**config.mk**
```make
export PLATFORM = sky130hd
export DESIGN_NAME = breakout_engine
export DESIGN_NICKNAME = d
export VERILOG_FILES = /design/src/rtl/breakout_pkg.sv /design/src/rtl/breakout_render.sv /design/src/rtl/breakout_engine.sv
export SDC_FILE = /design/constraint.sdc
export NUM_CORES = 1
export LEC_CHECK = 0
export BUFFER_PORTS_ARGS = -buffer_cell sky130_fd_sc_hd__buf_2
export CORE_ASPECT_RATIO = 1.2
export CORE_MARGIN = 4
export CORE_UTILIZATION = 36
export DETAILED_ROUTE_END_ITERATION = 8
export PLACE_DENSITY = 0.63
export SYNTH_ARGS = -nofsm -noshare
export SYNTH_HDL_FRONTEND = slang
export SYNTH_HIERARCHICAL = 1
export SYNTH_SLANG_ARGS = --single-unit
```
**constraint.sdc**
```tcl
create_clock -name clk -period 6.8 [get_ports clk]
set_input_delay 0.68 -clock clk [delete_from_list [all_inputs] [get_ports clk]]
set_output_delay 0.68 -clock clk [all_outputs]
set_load 0.005 [all_outputs]
```
**src/rtl/breakout_pkg.sv**
```systemverilog
// Shared types, geometry, key codes and colours for the Breakout engine.
// brick_locate() is the one brick hit-test used by both physics and rendering.
package breakout_pkg;

  typedef enum logic [2:0] {
    ST_IDLE = 3'd0,
    ST_PLAY = 3'd1,
    ST_OVER = 3'd2,
    ST_WIN  = 3'd3
  } game_state_e;

  // 11 bits holds every on-screen coordinate plus an object size without wrapping.
  typedef logic [10:0] coord_t;

  localparam coord_t SCREEN_W     = 11'd640;
  localparam coord_t SCREEN_H     = 11'd480;
  localparam coord_t PADDLE_W     = 11'd64;
  localparam coord_t PADDLE_H     = 11'd8;
  localparam coord_t PADDLE_Y     = 11'd450;
  localparam coord_t PADDLE_X_MAX = 11'd576;
  localparam coord_t PADDLE_X_RST = 11'd288;
  localparam coord_t BALL_SIZE    = 11'd8;
  localparam coord_t BALL_HALF    = 11'd4;
  localparam coord_t BALL_X_MAX   = 11'd632;
  localparam coord_t BALL_Y_MAX   = 11'd472;
  localparam coord_t BALL_PARK_Y  = 11'd442;
  localparam coord_t BALL_PARK_DX = 11'd28;
  localparam coord_t BRICK_W      = 11'd80;
  localparam coord_t BRICK_H      = 11'd20;
  localparam coord_t BRICK_Y0     = 11'd40;
  localparam coord_t BRICK_INSET  = 11'd2;
  localparam int     BRICK_COLS   = 8;
  localparam int     BRICK_ROWS   = 4;

  localparam logic [4:0] KEY_LEFT   = 5'h0C;
  localparam logic [4:0] KEY_RIGHT  = 5'h0E;
  localparam logic [4:0] KEY_LAUNCH = 5'h10;
  localparam logic [4:0] KEY_PAUSE  = 5'h12;

  localparam logic [11:0] COL_BALL    = 12'hFFF;
  localparam logic [11:0] COL_PADDLE  = 12'h0FF;
  localparam logic [11:0] COL_BG_PLAY = 12'h000;
  localparam logic [11:0] COL_BG_OVER = 12'h400;
  localparam logic [11:0] COL_BG_WIN  = 12'h040;
  localparam logic [11:0] COL_BLANK   = 12'h000;

  typedef struct packed {
    logic       valid;
    logic [4:0] idx;
  } brick_loc_t;

  function automatic logic [11:0] brick_colour(input logic [1:0] row);
    case (row)
      2'd0:    return 12'hF00;
      2'd1:    return 12'hF80;
      2'd2:    return 12'hFF0;
      default: return 12'h0F0;
    endcase
  endfunction

  // Brick slot containing (x, y), shrunk by inset on every side; ignores the mask.
  function automatic brick_loc_t brick_locate(input coord_t x, input coord_t y,
                                              input coord_t inset);
    brick_loc_t loc;
    coord_t     x0;
    coord_t     y0;
    loc = '0;
    for (int r = 0; r < BRICK_ROWS; r++) begin
      for (int c = 0; c < BRICK_COLS; c++) begin
        x0 = BRICK_W * coord_t'(c);
        y0 = BRICK_Y0 + BRICK_H * coord_t'(r);
        if (x >= x0 + inset && x < x0 + BRICK_W - inset &&
            y >= y0 + inset && y < y0 + BRICK_H - inset) begin
          loc.valid = 1'b1;
          loc.idx   = 5'(BRICK_COLS * r + c);
        end
      end
    end
    return loc;
  endfunction

endpackage

```
**src/rtl/breakout_render.sv**
```systemverilog
// Per-pixel hit-tests against the current game state, registered once
// so pixel follows row_addr/col_addr by one clock.
module breakout_render
  import breakout_pkg::*;
(
  input  logic        clk,
  input  logic        rst,
  input  logic [8:0]  row_addr,
  input  logic [9:0]  col_addr,
  input  game_state_e game_state,
  input  coord_t      px,
  input  coord_t      bx,
  input  coord_t      by,
  input  logic [31:0] mask,
  output logic [11:0] pixel
);

  coord_t      x;
  coord_t      y;
  brick_loc_t  loc;
  logic        ball_on;
  logic        paddle_on;
  logic [11:0] colour;

  assign x   = coord_t'(col_addr);
  assign y   = coord_t'(row_addr);
  assign loc = brick_locate(x, y, BRICK_INSET);

  assign ball_on   = x >= bx && x < bx + BALL_SIZE && y >= by && y < by + BALL_SIZE;
  assign paddle_on = x >= px && x < px + PADDLE_W && y >= PADDLE_Y && y < PADDLE_Y + PADDLE_H;

  always_comb begin
    case (game_state)
      ST_OVER: colour = COL_BG_OVER;
      ST_WIN:  colour = COL_BG_WIN;
      default: colour = COL_BG_PLAY;
    endcase
    if (x >= SCREEN_W || y >= SCREEN_H) colour = COL_BLANK;
    else if (ball_on)                   colour = COL_BALL;
    else if (paddle_on)                 colour = COL_PADDLE;
    else if (loc.valid && mask[loc.idx]) colour = brick_colour(loc.idx[4:3]);
  end

  always_ff @(posedge clk) begin
    if (rst) pixel <= '0;
    else     pixel <= colour;
  end

endmodule

```
**src/rtl/breakout_engine.sv**
```systemverilog
// Breakout game FSM and per-frame physics; pixel generation lives in breakout_render.
// Key edges are latched between frame ticks and consumed on the tick.
module breakout_engine
  import breakout_pkg::*;
#(
  parameter int PADDLE_STEP = 8,
  parameter int BALL_STEP   = 2,
  parameter int START_LIVES = 3
) (
  input  logic        clk,
  input  logic        rst,
  input  logic        frame_tick,
  input  logic [8:0]  row_addr,
  input  logic [9:0]  col_addr,
  input  logic [4:0]  key_code,
  input  logic        key_ready,
  output logic [11:0] pixel,
  output logic [7:0]  score,
  output logic [1:0]  lives,
  output logic [2:0]  game_state
);

  localparam coord_t      P_STEP     = coord_t'(PADDLE_STEP);
  localparam coord_t      B_STEP     = coord_t'(BALL_STEP);
  localparam logic [1:0]  LIVES_INIT = 2'(START_LIVES);
  localparam logic [31:0] MASK_FULL  = '1;

  game_state_e state_q, state_d;
  coord_t      px_q, px_d, bx_q, bx_d, by_q, by_d;
  logic        dir_x_q, dir_x_d, dir_y_q, dir_y_d;
  logic [31:0] mask_q, mask_d;
  logic [7:0]  score_q, score_d;
  logic [1:0]  lives_q, lives_d;
  logic        paused_q, paused_d;
  logic        key_q;
  logic        edge_valid_q, edge_valid_d;
  logic [4:0]  edge_code_q, edge_code_d;

  // NOTE: sequential state uses non-blocking assignments so every flop samples pre-edge values.
  always_ff @(posedge clk) begin
    if (rst) begin
      state_q      <= ST_IDLE;
      px_q         <= PADDLE_X_RST;
      bx_q         <= PADDLE_X_RST + BALL_PARK_DX;
      by_q         <= BALL_PARK_Y;
      dir_x_q      <= 1'b1;
      dir_y_q      <= 1'b0;
      mask_q       <= MASK_FULL;
      score_q      <= '0;
      lives_q      <= LIVES_INIT;
      paused_q     <= 1'b0;
      key_q        <= 1'b0;
      edge_valid_q <= 1'b0;
      edge_code_q  <= '0;
    end else begin
      state_q      <= state_d;
      px_q         <= px_d;
      bx_q         <= bx_d;
      by_q         <= by_d;
      dir_x_q      <= dir_x_d;
      dir_y_q      <= dir_y_d;
      mask_q       <= mask_d;
      score_q      <= score_d;
      lives_q      <= lives_d;
      paused_q     <= paused_d;
      key_q        <= key_ready;
      edge_valid_q <= edge_valid_d;
      edge_code_q  <= edge_code_d;
    end
  end

  // A rising edge in the tick cycle itself counts for that tick.
  logic       key_rise, edge_valid, launch_evt, pause_evt;
  logic [4:0] edge_code;
  assign key_rise   = key_ready & ~key_q;
  assign edge_valid = key_rise | edge_valid_q;
  assign edge_code  = key_rise ? key_code : edge_code_q;
  assign launch_evt = edge_valid && edge_code == KEY_LAUNCH;
  assign pause_evt  = edge_valid && edge_code == KEY_PAUSE;

  always_comb begin
    edge_valid_d = edge_valid_q;
    edge_code_d  = edge_code_q;
    if (frame_tick) begin
      edge_valid_d = 1'b0;
    end else if (key_rise) begin
      edge_valid_d = 1'b1;
      edge_code_d  = key_code;
    end
  end

  coord_t px_move;
  always_comb begin
    px_move = px_q;
    if (key_ready && key_code == KEY_LEFT)
      px_move = (px_q > P_STEP) ? px_q - P_STEP : '0;
    else if (key_ready && key_code == KEY_RIGHT)
      px_move = (px_q + P_STEP > PADDLE_X_MAX) ? PADDLE_X_MAX : px_q + P_STEP;
  end

  // Candidate position clamps at 0 so "<= 0" becomes "== 0" in unsigned terms.
  coord_t      nx, ny;
  brick_loc_t  brick;
  logic        brick_hit, paddle_hit, miss;
  logic [31:0] mask_cleared;
  assign nx = dir_x_q ? bx_q + B_STEP : ((bx_q > B_STEP) ? bx_q - B_STEP : '0);
  assign ny = dir_y_q ? by_q + B_STEP : ((by_q > B_STEP) ? by_q - B_STEP : '0);
  assign brick        = brick_locate(nx + BALL_HALF, ny + BALL_HALF, '0);
  assign brick_hit    = brick.valid && mask_q[brick.idx];
  assign mask_cleared = mask_q & ~(32'd1 << brick.idx);
  assign miss         = dir_y_q && ny >= BALL_Y_MAX;
  assign paddle_hit   = dir_y_q && ny >= BALL_PARK_Y && ny <= PADDLE_Y &&
                        nx + BALL_SIZE > px_move && nx < px_move + PADDLE_W;

  // NOTE: every signal is given a default first so no path through the case infers a latch.
  always_comb begin
    state_d  = state_q;
    px_d     = px_q;
    bx_d     = bx_q;
    by_d     = by_q;
    dir_x_d  = dir_x_q;
    dir_y_d  = dir_y_q;
    mask_d   = mask_q;
    score_d  = score_q;
    lives_d  = lives_q;
    paused_d = paused_q;

    if (frame_tick) begin
      case (state_q)
        ST_IDLE: begin
          px_d = px_move;
          bx_d = px_move + BALL_PARK_DX;
          by_d = BALL_PARK_Y;
          if (launch_evt) begin
            state_d = ST_PLAY;
            dir_x_d = 1'b1;
            dir_y_d = 1'b0;
          end
        end

        ST_PLAY: begin
          paused_d = paused_q ^ pause_evt;
          if (!paused_d) begin
            px_d = px_move;
            if (miss) begin
              state_d = (lives_q > 2'd1) ? ST_IDLE : ST_OVER;
              lives_d = (lives_q > 2'd1) ? lives_q - 2'd1 : 2'd0;
              bx_d    = px_move + BALL_PARK_DX;
              by_d    = BALL_PARK_Y;
              dir_x_d = 1'b1;
              dir_y_d = 1'b0;
            end else begin
              if (nx == '0) begin
                bx_d    = '0;
                dir_x_d = 1'b1;
              end else if (nx >= BALL_X_MAX) begin
                bx_d    = BALL_X_MAX;
                dir_x_d = 1'b0;
              end else begin
                bx_d = nx;
              end

              if (ny == '0) begin
                by_d    = '0;
                dir_y_d = 1'b1;
              end else if (paddle_hit) begin
                by_d    = BALL_PARK_Y;
                dir_y_d = 1'b0;
              end else if (brick_hit) begin
                mask_d  = mask_cleared;
                score_d = score_q + 8'd1;
                dir_y_d = ~dir_y_q;
                if (mask_cleared == '0) state_d = ST_WIN;
              end else begin
                by_d = ny;
              end
            end
          end
        end

        default: begin
          if (launch_evt) begin
            state_d = ST_IDLE;
            mask_d  = MASK_FULL;
            score_d = '0;
            lives_d = LIVES_INIT;
            px_d    = PADDLE_X_RST;
            bx_d    = PADDLE_X_RST + BALL_PARK_DX;
            by_d    = BALL_PARK_Y;
            dir_x_d = 1'b1;
            dir_y_d = 1'b0;
          end
        end
      endcase
    end

    if (state_d != ST_PLAY) paused_d = 1'b0;
  end

  assign score      = score_q;
  assign lives      = lives_q;
  assign game_state = state_q;

  breakout_render u_render (
    .clk        (clk),
    .rst        (rst),
    .row_addr   (row_addr),
    .col_addr   (col_addr),
    .game_state (state_q),
    .px         (px_q),
    .bx         (bx_q),
    .by         (by_q),
    .mask       (mask_q),
    .pixel      (pixel)
  );

endmodule

```
==> results of run 1 <==
## cells in the mapped netlist (9+ instances only)
| master | count | area, um^2 |
|---|---|---|
| a211oi_1 | 12 | 90.1 |
| o21a_1 | 26 | 195 |
| nand2_1 | 136 | 510 |
| o21ai_0 | 109 | 546 |
| xnor2_1 | 39 | 342 |
| a22oi_1 | 9 | 67.6 |
| xor2_1 | 10 | 87.6 |
| buf_6 | 12 | 135 |
| a21oi_1 | 83 | 415 |
| a31oi_1 | 25 | 156 |
| a21o_1 | 12 | 90.1 |
| nand2b_1 | 19 | 119 |
| ha_1 | 86 | 1080 |
| o31ai_1 | 14 | 105 |
| nand4_1 | 31 | 194 |
| and2_1 | 22 | 138 |
| inv_1 | 77 | 289 |
| buf_2 | 12 | 60.1 |
| o221ai_1 | 9 | 78.8 |
| a211o_1 | 10 | 87.6 |
| nor3_1 | 50 | 250 |
| nor4_1 | 24 | 150 |
| nand3_1 | 60 | 300 |
| or3_1 | 27 | 169 |
| a21boi_0 | 10 | 75.1 |
| and3_1 | 20 | 125 |
| o31a_1 | 9 | 78.8 |
| mux2i_1 | 31 | 310 |
| dfxtp_1 | 94 | 1880 |
| buf_4 | 9 | 67.6 |
| a2111oi_0 | 9 | 78.8 |
| nor2_1 | 94 | 353 |
| clkbuf_1 | 35 | 131 |
| o211ai_1 | 25 | 188 |
## metal layers
metal | part of all wire (%) | vias up | wire (um)
li1 | - | 5583 | -
met5 | 0 | - | 0
met3 | 6.5 | 87 | 2430
met4 | 3.7 | 0 | 1370
met1 | 42 | 5536 | 15600
met2 | 48 | 454 | 17800
## state kept, by name, summed over array words and instances, names as in the netlist, 3 cells and up
signal	cells
bx_q	11
by_q	11
edge_code_q	5
game_state	3
mask_q	32
px_q	11
score	8
u_render/pixel	6
## repair_timing
| item | 4_1_cts | 5_1_grt |
|---|---|---|
| setup endpoints to repair | 0 | 54 |
| gates resized for setup | 0 | 12 |
| setup buffers | 0 | 4 |
## power groups by stage
stage,clock network [uW],registers [uW],logic [uW]
floorplan,0,578,328
global placement,0,581,433
detailed placement,0,581,437
CTS,527,568,440
global route,546,570,498
finish,518,569,451
## final timing paths
check | startpoint | to
worst min register to register | edge_valid_q | edge_valid_q
worst max register to register | bx_q[1] | paused_q
worst max-delay path | bx_q[1] | paused_q
worst min-delay path | edge_valid_q | edge_valid_q
## per-stage QoR
stage               hold WS [ns]  worst slack (ns)
floorplan                  0.440              1.21
CTS                        0.470             0.241
finish                     0.466             0.423
global placement           0.455             0.422
detailed placement         0.459             0.275
global route               0.515          0.000977
## cell usage in the layout (no fill, tap or decap), drive strengths merged, types with 20 or more instances in the layout
cell,n
ha,86
nand3,62
nand4,31
mux2i,32
a31oi,26
o21ai,114
and3,21
a21oi,88
or3,29
dfxtp,94
nor4,30
and2,24
nand2b,20
nand2,137
buf,95
xnor2,39
inv,84
o21a,27
o211ai,27
nor3,54
nor2,95
## worst register-to-register path, stage by stage (launching register included)
cell	delay [ns]
dfxtp_1	0.40
nor4_1	0.63
o21ai_0	0.28
nand3_1	0.21
inv_1	0.09
ha_1	0.27
and3_1	0.23
a21oi_2	0.56
nor3_1	0.09
o41ai_1	0.37
o221ai_1	0.24
or3_1	0.46
a31oi_2	0.36
nor2_1	0.16
o31a_1	0.29
a2111oi_0	0.57
nand4_1	0.16
or4_1	0.51
o21a_1	0.23
and3_1	0.16
## area by class of cell
| class | instances | area (um^2) |
|---|---|---|
| clock buffer | 9 | 225 |
| clock inverter | 7 | 63.8 |
| fill | 3112 | 17900 |
| inverter | 81 | 304 |
| multi-input combinational | 1212 | 8360 |
| sequential | 94 | 1880 |
| tap | 390 | 488 |
| timing repair buffer | 95 | 583 |
## cell families after synthesis
logic type,after synthesis,share of synthesized area (%)
AO/OA/AOI/OAI,470,30.5
XOR/XNOR,50,4.08
adder cells (fa/ha/maj),86,9.85
buffers and inverters,156,6.67
flip-flops,94,17.2
multiplexers,39,3.72
AND/OR/NAND/NOR,566,27.9
==> flow_metrics.tcl, run 1 <==
set metrics [dict create \
    period_needed_ns 6.38 \
    yosysSeqAreaShare_pct 17.2 \
    busiest_layer "met2" \
    clk_pin_slew_ns 0.08 \
    critPathMaxFanout 17 \
    crit_cells 19 \
    worst_setup_path_start_kind "register" \
    rrSetupSlack_ns 0.42 \
    finalInstanceArea_um2 11900 \
    wl_per_cell_um 19.7 \
    critPathCaptureType "register" \
    synth-edff-count 0 \
    synthesis.area_um2 10900 \
    drc_errors 0 \
    clk_latency_ns 0.37 \
    hold_depth 2 \
    grt_pass1_vias 10900 \
    routed_wirelength_um 37200 \
    synth.avg_cell_area_um2 7.47 \
    ant_nets 0 \
    crit_top_cell "and3_1" \
    grt_pass1_wl_um 58400 \
    grt-ovfl-total 0 \
    cpPeakStageDelay_ns 0.63 \
    ctsHoldBuffers 0 \
    finalHoldViolCount 0 \
    fin_tns_setup_ns 0 \
    clockBufferDepth 2 \
    reg2regPathDepth 19 \
    dr.pass1.iters 5 \
    status "finished, final reports clean" \
    place_inst 1867 \
    critPathRequiredTime_ns 7.07 \
    port_buffers 52 \
    power_frac_comb_pct 29.3 \
    netlist_instances 1461 \
    root_buffer "clkbuf_16" \
    die-height_um 199 \
    power_frac_seq_pct 37.0 \
    relSlewSlack_pct 33.5 \
    power_uw 1540 \
    ys_warn_count 6 \
    cts_buffers 9 \
    gp_congestion 0.968 \
    power_density_nw_per_um2 129 \
    synth_nets 1575 \
    hpwlAfterDp_um 28500 \
    crit_slowest_cell "nor4_1" \
    power.switching_uw 559 \
    grt.met3_usage_pct 3.14 \
    setup_viol 0 \
    arrival_ns 6.65 \
    hold_class "register to register" \
    rsz0062_at_grt "false" \
    diodes 0 \
    num_io_pins 53 \
    period_share_pct 93.8 \
    power_leakage_uw 0.00445 \
    cts_tree "yes" \
    worstSetupPathType "register to register" \
    dr_total_vias 11700 \
    cts_sinks 94 \
    slew_violations 0 \
    coreArea_um2 29800 \
    grt_max_degree 46 \
    async_reset_ff_share_pct 0 \
    start_util_pct 36.7 \
    clkPwrFrac_pct 33.7 \
    gr-usage-all-layers_pct 21.4 \
    die_w_um 167 \
    fin_cells 1888 \
    switching_share_pct 36.3 \
    use_met2_pct 37.2 \
    rows 69 \
    synthFlopType "dfxtp_1" \
    fin_util_pct 40.0 \
    path_buf_inv 1 \
    finClkSkew_ns 0.00653 \
    use_met1_pct 27.1 \
    grt_antenna_before_repair 0 \
    drive_gt1_share_pct 13.2 \
    syn2layout_area_growth_pct 9.01 \
    cts_max_level 3 \
    dieArea_um2 33200 \
    worstMarginPinSlew_ns 0.988 \
    cp_cell_sequence "nor4_1, o21ai_0, nand3_1, inv_1, ha_1, and3_1, a21oi_2, nor3_1, o41ai_1, o221ai_1, or3_1, a31oi_2, nor2_1, o31a_1, a2111oi_0, nand4_1, or4_1, o21a_1, and3_1" \
    internal_power_uw 980 \
    cap_violations 0 \
    critical-path-top-delay-family "compound AO/OA/AOI/OAI gates" \
    num-nets-final 1607 \
    ys_ff_latch 94 \
    via_per_inst 6.18 \
    synthDistinctLibCells 116 \
    max_freq_ghz 0.157 \
    first_iter_violations 1174 \
    placed_area_um2 11500 \
    vdd_ir_drop_max_uv 125 \
]
Power figures use the tool's default switching activity.
==> run 2, diff against run 1 <==
--- a/config.mk
+++ b/config.mk
@@ -10,7 +10,7 @@
 export CORE_MARGIN = 4
 export CORE_UTILIZATION = 36
 export DETAILED_ROUTE_END_ITERATION = 8
-export PLACE_DENSITY = 0.63
+export PLACE_DENSITY = 0.57
 export SYNTH_ARGS = -nofsm -noshare
 export SYNTH_HDL_FRONTEND = slang
 export SYNTH_HIERARCHICAL = 1
==> run 2 against run 1 <==
Against the previous run: first-iteration DRC count fell by 30%; clock power down 4.8%; cell area is 0.14% higher; cell count decreased by 0.21%; via count decreased by 0.80%; power decreased by 1.1%; wire length rose by 1.1%; hold slack gained 0.0081 ns; die area stayed put; setup slack got worse by 0.14 ns; combinational power grew 1%.
==> flow_metrics.tcl, run 2 (synthesis results as in run 1) <==
set metrics [dict create \
    holdWs_ns 0.474 \
    cts_sinks 94 \
    fin_tns_setup_ns 0 \
    start_util_pct 36.7 \
    port_buffers 52 \
    coreArea_um2 29800 \
    gr-usage-all-layers_pct 22.0 \
    via_per_inst 6.14 \
    dp_slack_ns -0.121 \
    grt-ovfl-total 0 \
    grt_max_degree 46 \
    ctsHoldBuffers 0 \
    rows 69 \
    critPathRequiredTime_ns 7.05 \
    hold_class "register to register" \
    drive_gt1_share_pct 13.0 \
    worst_setup_path_start_kind "register" \
    cp_cell_sequence "inv_1, ha_1, o211ai_1, a21oi_1, a21oi_1, ha_1, nand2_1, nor3_1, o21ai_1, nor2_1, a31oi_1, or2_1, nor3_1, a22o_1, nand3_2, nand2_1, nand3b_1, a2111oi_1, nand4_1, or4_1, o21a_1, and3_1" \
    finalHoldViolCount 0 \
    final_common_cell "nand2_1" \
    cts_tree "yes" \
    die_w_um 167 \
    cap_violations 0 \
    diodes 0 \
    power_uw 1520 \
    clockBufferDepth 2 \
    layout.cells.most_common_list "136 x nand2_1, 107 x o21ai_0, 94 x dfxtp_1" \
    clk_pin_slew_ns 0.07 \
    path_buf_inv 1 \
    relSlewSlack_pct 30.6 \
    grt_antenna_before_repair 0 \
    largest_register_ff_count 32 \
    grt_pass1_wl_um 59500 \
    finClkSkew_ns 0.0119 \
    num_io_pins 53 \
    arrival_ns 6.76 \
    critical-path-top-delay-family "simple AND/OR/NAND/NOR gates" \
    max_freq_ghz 0.154 \
    setup_viol 0 \
    placed_area_um2 11500 \
    status "finished, final reports clean" \
    worstSetupPathType "register to register" \
    first_iter_violations 824 \
    gp_congestion 0.965 \
    crit_slowest_cell "a2111oi_1" \
    num-nets-final 1604 \
    syn2layout_area_growth_pct 9.16 \
    root_buffer "clkbuf_16" \
    hpwlAfterDp_um 29200 \
    ant_nets 0 \
    fill_cells 3115 \
    slew_violations 0 \
    critPathMaxFanout 10 \
    cts_max_level 3 \
    drc_errors 0 \
    power_density_nw_per_um2 128 \
    cpPeakStageDelay_ns 0.64 \
    clk_latency_ns 0.36 \
    period_needed_ns 6.51 \
    setup_ws_ns 0.288 \
    cts_buffers 9 \
    rsz0062_at_grt "true" \
    vdd_ir_drop_max_uv 88.3 \
    dieArea_um2 33200 \
    power_leakage_uw 0.00443 \
    period_share_pct 95.8 \
    grt_pass1_vias 10900 \
    finalInstanceArea_um2 11900 \
    top_register "mask_q" \
    routed_wirelength_um 37600 \
    die-height_um 199 \
    wl_per_cell_um 20.0 \
    worstMarginPinSlew_ns 1.04 \
    dr_total_vias 11600 \
    dr.pass1.iters 7 \
    critPathCaptureType "register" \
]
run 2: cell count changes in the layout (fill, tap and decap cells not counted), sizes merged:
cell | previous run | this run
inv | 84 | 80
buf | 95 | 92
clkbuf | 9 | 10
clkinv | 2 | 3
clkinvlp | 2 | 3
run 2: worst paths after layout:
| path | startpoint | to | slack [ns] | cells after the start |
|---|---|---|---|---|
| max reg2reg | bx_q[1] | paused_q | 0.29 | 22 |
| max | bx_q[1] | paused_q | 0.29 | 22 |
| min reg2reg | edge_valid_q | edge_valid_q | 0.47 | 2 |
| min | edge_valid_q | edge_valid_q | 0.47 | 2 |
run 2: final cells by class:
class | count | area, um^2 | share of cell area, %
multi-input combinational | 1212 | 8400 | 70.4
timing repair buffer | 92 | 573 | 4.81
clock buffer | 10 | 239 | 2.01
tap | 390 | 488 | 4.09
sequential | 94 | 1880 | 15.8
inverter | 81 | 304 | 2.55
clock inverter | 5 | 36.3 | 0.304
run 2: timing repair:
item | CTS | global route
pin swaps | 0 | 3
setup buffers | 0 | 1
setup endpoints to repair | 2 | 53
resized for setup | 3 | 17
gates cloned | 0 | 1
run 2: tightest hold or removal path, stage by stage, from the launching register on:
cell and delay [ns]:
dfxtp_1 0.30, inv_1 0.06, a211oi_1 0.06
run 2: power by group:
group / internal [uW] / switching (uW)
clock network: 256 / 237
registers: 558 / 13.4
logic: 167 / 289
total: 982 / 539
run 2: per-stage QoR:
stage | instances | utilization (%)
after global placement | 1867 | 38.8
final | 1884 | 40.0
after floorplan | 1461 | -
after CTS | 1882 | 39.7
after global routing | 1884 | 40.0
after detailed placement | 1867 | 38.8
run 2: layer usage:
metal  GRT usage [%]  wire length, um
met1            27.4            16000
met2            37.8            17900
met3            2.37             1740
met4            10.7             1970
met5               0                0
